<file path="src/rtl/seq_1011_tx.sv">
// Serial frame transmitter: sync word, bit-stuffed payload, one guard cycle.
// Stuffing keeps the sync pattern from reappearing inside the payload.
module seq_1011_tx #(
   parameter int                SYNC_W    = 4,
   parameter logic [SYNC_W-1:0] SYNC      = 4'b1011,
   parameter int                PAYLOAD_W = 8
) (
   input  logic                 clk,
   input  logic                 rst_n,
   input  logic                 valid,
   input  logic [PAYLOAD_W-1:0] data,
   output logic                 ready,
   output logic                 ser_out,
   output logic                 tx_active,
   output logic                 done
);

   localparam int TW   = SYNC_W + PAYLOAD_W;
   localparam int MAXW = (SYNC_W > PAYLOAD_W) ? SYNC_W : PAYLOAD_W;
   localparam int CW   = $clog2(MAXW) + 1;

   typedef enum logic [2:0] {
      ST_IDLE  = 3'd0,
      ST_SYNC  = 3'd1,
      ST_DATA  = 3'd2,
      ST_STUFF = 3'd3,
      ST_GUARD = 3'd4
   } state_t;

   state_t          state, state_n;
   logic            bit_n;
   logic [2:0]      hist, hist_n;
   logic [CW-1:0]   scnt, scnt_n;
   logic [CW-1:0]   dcnt, dcnt_n;
   logic [TW-1:0]   sr, sr_n;
   logic [TW-1:0]   load;
   logic            pay;

   always_ff @(posedge clk or negedge rst_n) begin
      if (!rst_n) begin
         state   <= ST_IDLE;
         ser_out <= 1'b0;
         hist    <= 3'b000;
         scnt    <= '0;
         dcnt    <= '0;
      end else begin
         state   <= state_n;
         ser_out <= bit_n;
         hist    <= hist_n;
         scnt    <= scnt_n;
         dcnt    <= dcnt_n;
      end
   end

   // Shift register holds the remaining sync bits followed by the payload.
   always_ff @(posedge clk) begin
      sr <= sr_n;
   end

   always_comb begin
      state_n = state;
      bit_n   = 1'b0;
      hist_n  = hist;
      scnt_n  = scnt;
      dcnt_n  = dcnt;
      sr_n    = sr;
      pay     = 1'b0;
      load    = {SYNC, data};

      case (state)
         ST_IDLE: begin
            if (valid) begin
               state_n = ST_SYNC;
               bit_n   = load[TW-1];
               sr_n    = load << 1;
               hist_n  = {2'b00, bit_n};
               scnt_n  = CW'(1);
               dcnt_n  = '0;
            end
         end
         ST_SYNC: begin
            if (scnt != CW'(SYNC_W)) begin
               bit_n  = sr[TW-1];
               sr_n   = sr << 1;
               scnt_n = scnt + CW'(1);
               hist_n = {hist[1:0], bit_n};
            end else begin
               pay = 1'b1;
            end
         end
         ST_DATA, ST_STUFF: begin
            pay = 1'b1;
         end
         ST_GUARD: begin
            state_n = ST_IDLE;
            hist_n  = 3'b000;
            scnt_n  = '0;
            dcnt_n  = '0;
         end
         default: begin
            state_n = ST_IDLE;
            hist_n  = 3'b000;
            scnt_n  = '0;
            dcnt_n  = '0;
         end
      endcase

      // Payload step: finish, insert a stuff zero, or send the next bit.
      if (pay) begin
         if (dcnt == CW'(PAYLOAD_W)) begin
            state_n = ST_GUARD;
            bit_n   = 1'b0;
         end else if (hist == 3'b101) begin
            state_n = ST_STUFF;
            bit_n   = 1'b0;
            hist_n  = {hist[1:0], 1'b0};
         end else begin
            state_n = ST_DATA;
            bit_n   = sr[TW-1];
            sr_n    = sr << 1;
            dcnt_n  = dcnt + CW'(1);
            hist_n  = {hist[1:0], bit_n};
         end
      end
   end

   assign ready     = (state == ST_IDLE);
   assign done      = (state == ST_GUARD);
   assign tx_active = (state == ST_SYNC) ||
                      (state == ST_DATA) ||
                      (state == ST_STUFF);

endmodule

</file>
<file path="config.mk">
export PLATFORM = sky130hd
export DESIGN_NAME = seq_1011_tx
export DESIGN_NICKNAME = d
export VERILOG_FILES = /design/src/rtl/seq_1011_tx.sv
export SDC_FILE = /design/constraint.sdc
export NUM_CORES = 1
export LEC_CHECK = 0
export CORE_UTILIZATION = 54
export DETAILED_ROUTE_END_ITERATION = 7
export GPL_ROUTABILITY_DRIVEN = 0
export HOLD_SLACK_MARGIN = 0.02
export PLACE_DENSITY = 0.74
export SLEW_MARGIN = 20
export SYNTH_ARGS = -nofsm -noshare
export SYNTH_HDL_FRONTEND = slang
export SYNTH_SLANG_ARGS = --single-unit
</file>
<file path="constraint.sdc">
create_clock -name clk -period 5.4 [get_ports clk]
set_input_delay 0.54 -clock clk [delete_from_list [all_inputs] [get_ports clk]]
set_output_delay 0.54 -clock clk [all_outputs]
set_load 0.005 [all_outputs]
</file>
# After elaboration in Yosys (flattened, before gate mapping)
# Cells that the tools add are included.
[totals] ff_bits=27 latch_bits=0 ramBits=0 rom_bits=0 input_bits=11 out_inout_bits=4 word_cells=60 n_memories=0
[op_classes] addsub=2 mul=0 div_mod_pow=0 order_cmp=0 eq_ne=11 shifts=0 mux=33 n_bitwise=1 n_reduce_logical=7
[op_table] cell="$mux W12" n=5
[op_table] cell="$mux W4" n=6
[op_table] cell="$pmux W12 S2" n=1
[op_table] cell="$mux W3" n=7
[op_table] cell="$pmux W4 S3" n=1
[op_table] cell="$pmux W3 S3" n=1
[op_table] cell="$add A4 B1 Y4 const B" n=2
[op_table] cell="$mux W1" n=8
[op_table] cell="$pmux W4 S2" n=1
[op_table] cell="$eq A3 B2 Y1 const B" n=2
[op_table] cell="$eq A3 B3 Y1 const B" n=2
[op_table] cell="$pmux W3 S2" n=1
[op_table] cell="$eq A4 B4 Y1 const B" n=1
[op_table] cell="$ne A2 B2 Y1 const B" n=2
[op_table] cell="$ne A4 B3 Y1 const B" n=1
[op_table] cell="$pmux W1 S2" n=2
[op_table] cell="$eq A3 B1 Y1 const B" n=1
[op_table] cell="$logic_not A3 Y1" n=1
[op_table] cell="$ne A3 B2 Y1 const B" n=1
[op_table] cell="$reduce_and A3 Y1" n=1
[op_table] cell="$reduce_or A3 Y1" n=1
[op_table] cell="$logic_or A1 B1 Y1" n=2
[op_table] cell="$ne A2 B1 Y1 const B" n=1
[op_table] cell="$reduce_and A2 Y1" n=1
[op_table] cell="2 further kinds" n=2

# Logic depth before layout (Yosys ltp)
[logic_depth] depth_word=6 depth_mapped=8 ltp_nobuf=6

# Worst setup path before layout
# No wires, ideal clock.
[synth_timing] path_type="register to register" start="register scnt[0]" end="register sr[1]" setup_time_ps=117 arrival_ps=1817 required_ps=5283 setup_slack_ps=3466 stages_incl_launch_ff=9 n_path_buf=2 period_less_slack_ps=1934 path_cell_list="dfrtp_1 > inv_1 > ha_1 > and4b_1 > buf_6 > or4_4 > buf_6 > a22o_1 > a22o_1"
[synth_via] elab_chain_len=6 elab_cells_between_ends=8 classes_between="1 x eq/ne; 7 x mux"
[synth_rtl] element="start: declaration" line="33" text="logic [CW-1:0] scnt, scnt_n;"
[synth_rtl] element="start signal: assignment" line="50" text="scnt <= scnt_n;"
[synth_rtl] element="$ne A4 B3 Y1 (*)" line="82" text="if (scnt != CW'(SYNC_W)) begin"
[synth_rtl] element="$mux W12" line="82"
[synth_rtl] element="$pmux W12 S2" line="70" text="case (state)"
[synth_rtl] element="$mux W12" line="113" text="end else if (hist == 3'b101) begin"
[synth_rtl] element="$mux W12" line="110" text="if (dcnt == CW'(PAYLOAD_W)) begin"
[synth_rtl] element="$mux W12 (*)" line="109" text="if (pay) begin"
[synth_rtl] element="net sr_n[1]" line="35" text="logic [TW-1:0] sr, sr_n;"
[synth_rtl] element="end signal: assignment" line="57" text="sr <= sr_n;"
[synth_rtl] element="end: declaration" line="35"
# The timed path passes the listed nets; every way through them passes the cells marked *.
# A chain may end at the register's enable or synchronous reset.

# Worst setup path after layout
[layout_timing] start="register state[1]" end="output done"
[layout_via] elab_chain_len=1
[layout_rtl] element="start: declaration" line="30" text="state_t state, state_n;"
[layout_rtl] element="start signal: assignment" line="47" text="state <= state_n;"
[layout_rtl] element="$eq A3 B3 Y1" line="128" text="assign done = (state == ST_GUARD);"
[layout_rtl] element="end: declaration" line="15" text="output logic done"
# No other way between the ends.

==> impl_metrics.env <==
export IMPL_status="completed"
export IMPL_start_util_pct=59.2
export IMPL_relSlewSlack_pct=53.8
export IMPL_p_leak_uw=0.000667
export IMPL_setup_worst_path_start_class="flop"
export IMPL_dp_cells=167
export IMPL_vias=1039
export IMPL_die_area_um2=2700
export IMPL_setup_tns_ns=0
export IMPL_slew_viol_final=0
export IMPL_cts_root_buffer="clkbuf_4"
export IMPL_grt_pass1_vias=992
export IMPL_synth_edf_count=0
export IMPL_fin_crit_sh_pct=44.8
export IMPL_postCtsSetupRepairBufs=0
export IMPL_grt_max_degree=19
export IMPL_setup_viol_count_final=0
export IMPL_vdd_ir_drop_max_v=0.000297
export IMPL_period_needed_ns=2.42
export IMPL_wire_per_inst_um=14.9
export IMPL_grt_pass1_wl_um=4620
export IMPL_crit_path_max_fanout=11
export IMPL_drc=0
export IMPL_io_pins=15
export IMPL_regArea_um2=616
export IMPL_avgSynthCellArea_um2=10.1
export IMPL_p_int_uw=512
export IMPL_fin_nets=159
export IMPL_clock_sinks=27
export IMPL_place_hpwl_um=1850
export IMPL_postSynth_asyncResetShare_pct=55.6
export IMPL_cts_hold_buf=0
export IMPL_clk_latency_ns=0.33
export IMPL_power_density_nw_per_um2=563
export IMPL_yosys_warnings=0
export IMPL_crit_type="flop to output port"
export IMPL_ys_ff_latch=27
export IMPL_fin_skew_ns=0.00784
export IMPL_syn_to_final_growth_pct=10.9
export IMPL_viasPerCell=6.08
export IMPL_die_w_um=52.0
export IMPL_fmaxAchievable_mhz=413
export IMPL_wirelength_um=2550
export IMPL_antenna_found_initial=0
export IMPL_end_kind="output port"
export IMPL_clk_pin_slew_ns=0.16
export IMPL_die_y_um=52.0
export IMPL_clock_path_buffers=2
export IMPL_required_ns=4.86
export IMPL_grt_remaining_overflow=0
export IMPL_place_ws_ns=3.04
export IMPL_syn_inst=134
export IMPL_pwr_share_comb_pct=46.4
export IMPL_cts_tree="done"
export IMPL_ys_seq_area_share_pct=45.7
export IMPL_clkPwrFrac_pct=10.8
export IMPL_antennaDiodeCount=0
export IMPL_cts_resized=0
export IMPL_ant_nets=0
export IMPL_yosys_most_used_dff="dfrtp_1"
export IMPL_drive_gt1_share_pct=5.59
export IMPL_hold_path_class="flop to flop"
export IMPL_track_usage_pct=23.3
export IMPL_synth_distinct_cells=37
export IMPL_syn_num_nets=149
export IMPL_swShare_pct=39.2
export IMPL_worst_slack_ns=2.98
export IMPL_rows=17
export IMPL_syn_area_um2=1350
export IMPL_core_area_um2=2280
export IMPL_ctsHtreeMaxLevel=1
export IMPL_drv_cap=0
export IMPL_worst_ep_arrival_time_ns=1.88
export IMPL_port_buffers=14
export IMPL_worst_pin_slew_ns=0.691
export IMPL_seqPwrFrac_pct=42.8
export IMPL_utilization_pct=65.6
export IMPL_multi_input_area_um2=639
export IMPL_fillers=180
export IMPL_p_sw_uw=330
export IMPL_rsz0062_at_grt="false"
export IMPL_drtIter0Drc=24
export IMPL_hold_viol=0
export IMPL_instances_no_fill=171
export IMPL_cts_buffers=3
export IMPL_whs_ns=0.477
export IMPL_dr_pass1_iters=4
[power groups by stage]
stage               Clock (uW)  Sequential, uW  Combinational [uW]
CTS                       93.5             359                 392
detailed placement           0             363                 390
global route               102             374                 448
floorplan                    0             330                 344
global placement             0             358                 379
finish                    90.6             360                 391
[cells in the final DEF, fill, tap and decap left out, types with 2 or more instances in the layout]
| cell type | n |
|---|---|
| o21ai_0 | 4 |
| inv_1 | 9 |
| nand2_1 | 3 |
| a21oi_1 | 5 |
| ha_1 | 4 |
| clkdlybuf4s50_1 | 14 |
| nor3_1 | 5 |
| dfxtp_1 | 12 |
| a22o_1 | 18 |
| o21bai_1 | 2 |
| o211ai_1 | 2 |
| xnor2_1 | 3 |
| a21o_1 | 3 |
| nor2b_1 | 2 |
| and2_1 | 3 |
| nor2_1 | 10 |
| nand3_1 | 3 |
| mux2i_1 | 2 |
| dfrtp_1 | 15 |
| nand3b_1 | 3 |
| o2bb2ai_1 | 3 |
| clkbuf_4 | 3 |
[synth_stat cells, drive strengths merged (3+ instances only)]
master / number / area (um^2)
a21o: 3 / 22.5
a21oi: 5 / 25.0
a22o: 18 / 158
and2: 3 / 18.8
buf: 8 / 58.8
dfrtp: 15 / 375
dfxtp: 12 / 240
ha: 4 / 50.1
inv: 9 / 33.8
nand2: 3 / 11.3
nand3: 3 / 15.0
nand3b: 3 / 22.5
nor2: 10 / 37.5
nor3: 5 / 25.0
o21ai: 4 / 20.0
o2bb2ai: 3 / 26.3
xnor2: 3 / 26.3
[state kept, by name (all words and copies together) (netlist names)]
name and count:
dcnt 4, hist 3, sr 12, ser_out 1, scnt 4, state 3
[area by class of cell]
type                       instances  share of cell area [%]
clock buffer                       3                    1.51
sequential                        27                    41.2
inverter                           9                    2.26
tap                               28                    2.35
clock inverter                     1                   0.503
multi-input combinational         89                    42.8
timing repair buffer              14                    9.38
[worst paths after layout]
kind	start	endpoint	slack [ns]	cells after the start
max	state[1]$_DFFE_PN0P_	done	2.98	3
min	sr[9]$_DFF_P_	sr[10]$_DFF_P_	0.48	2
max reg2reg	scnt[0]$_DFFE_PN0P_	sr[11]$_DFF_P_	3.37	6
min reg2reg	sr[9]$_DFF_P_	sr[10]$_DFF_P_	0.48	2
max in group asynchronous	rst_n	state[2]$_DFFE_PN0P_	4.36	1
min in group asynchronous	rst_n	ser_out$_DFF_PN0_	0.60	1
[worst max-delay path: stages (launching register included)]
cell and delay [ns]:
dfrtp_1 0.53, nor2_1 0.34, and2_1 0.18, clkdlybuf4s50_1 0.50
[cells by family (layout without fill, tap and decap cells)]
family,Yosys count,count (layout),synth area share [%]
adder cells (fa/ha/maj),4,4,3.71
multiplexers,3,3,2.32
buffers and inverters,18,27,7.15
AO/OA/AOI/OAI,42,42,24.0
XOR/XNOR,4,4,2.60
flip-flops,27,27,45.7
AND/OR/NAND/NOR,36,36,14.6
[routing by layer]
metal / vias to the layer above / part of all wire (%) / global-route usage (%)
li1: 505 / - / -
met1: 499 / 48 / 33.9
met2: 31 / 46 / 34.6
met3: 4 / 4.6 / 2.92
met4: 0 / 1.2 / 9.01
met5: - / 0 / 0
[stage by stage]
| step | area (um^2) | power [uW] |
|---|---|---|
| after global routing | 1490 | 923 |
| after floorplan | 1350 | 673 |
| after global placement | 1460 | 737 |
| final | 1490 | 842 |
| after CTS | 1490 | 844 |
| after detailed placement | 1460 | 754 |
Note: power is estimated with default switching activity, not from simulation.
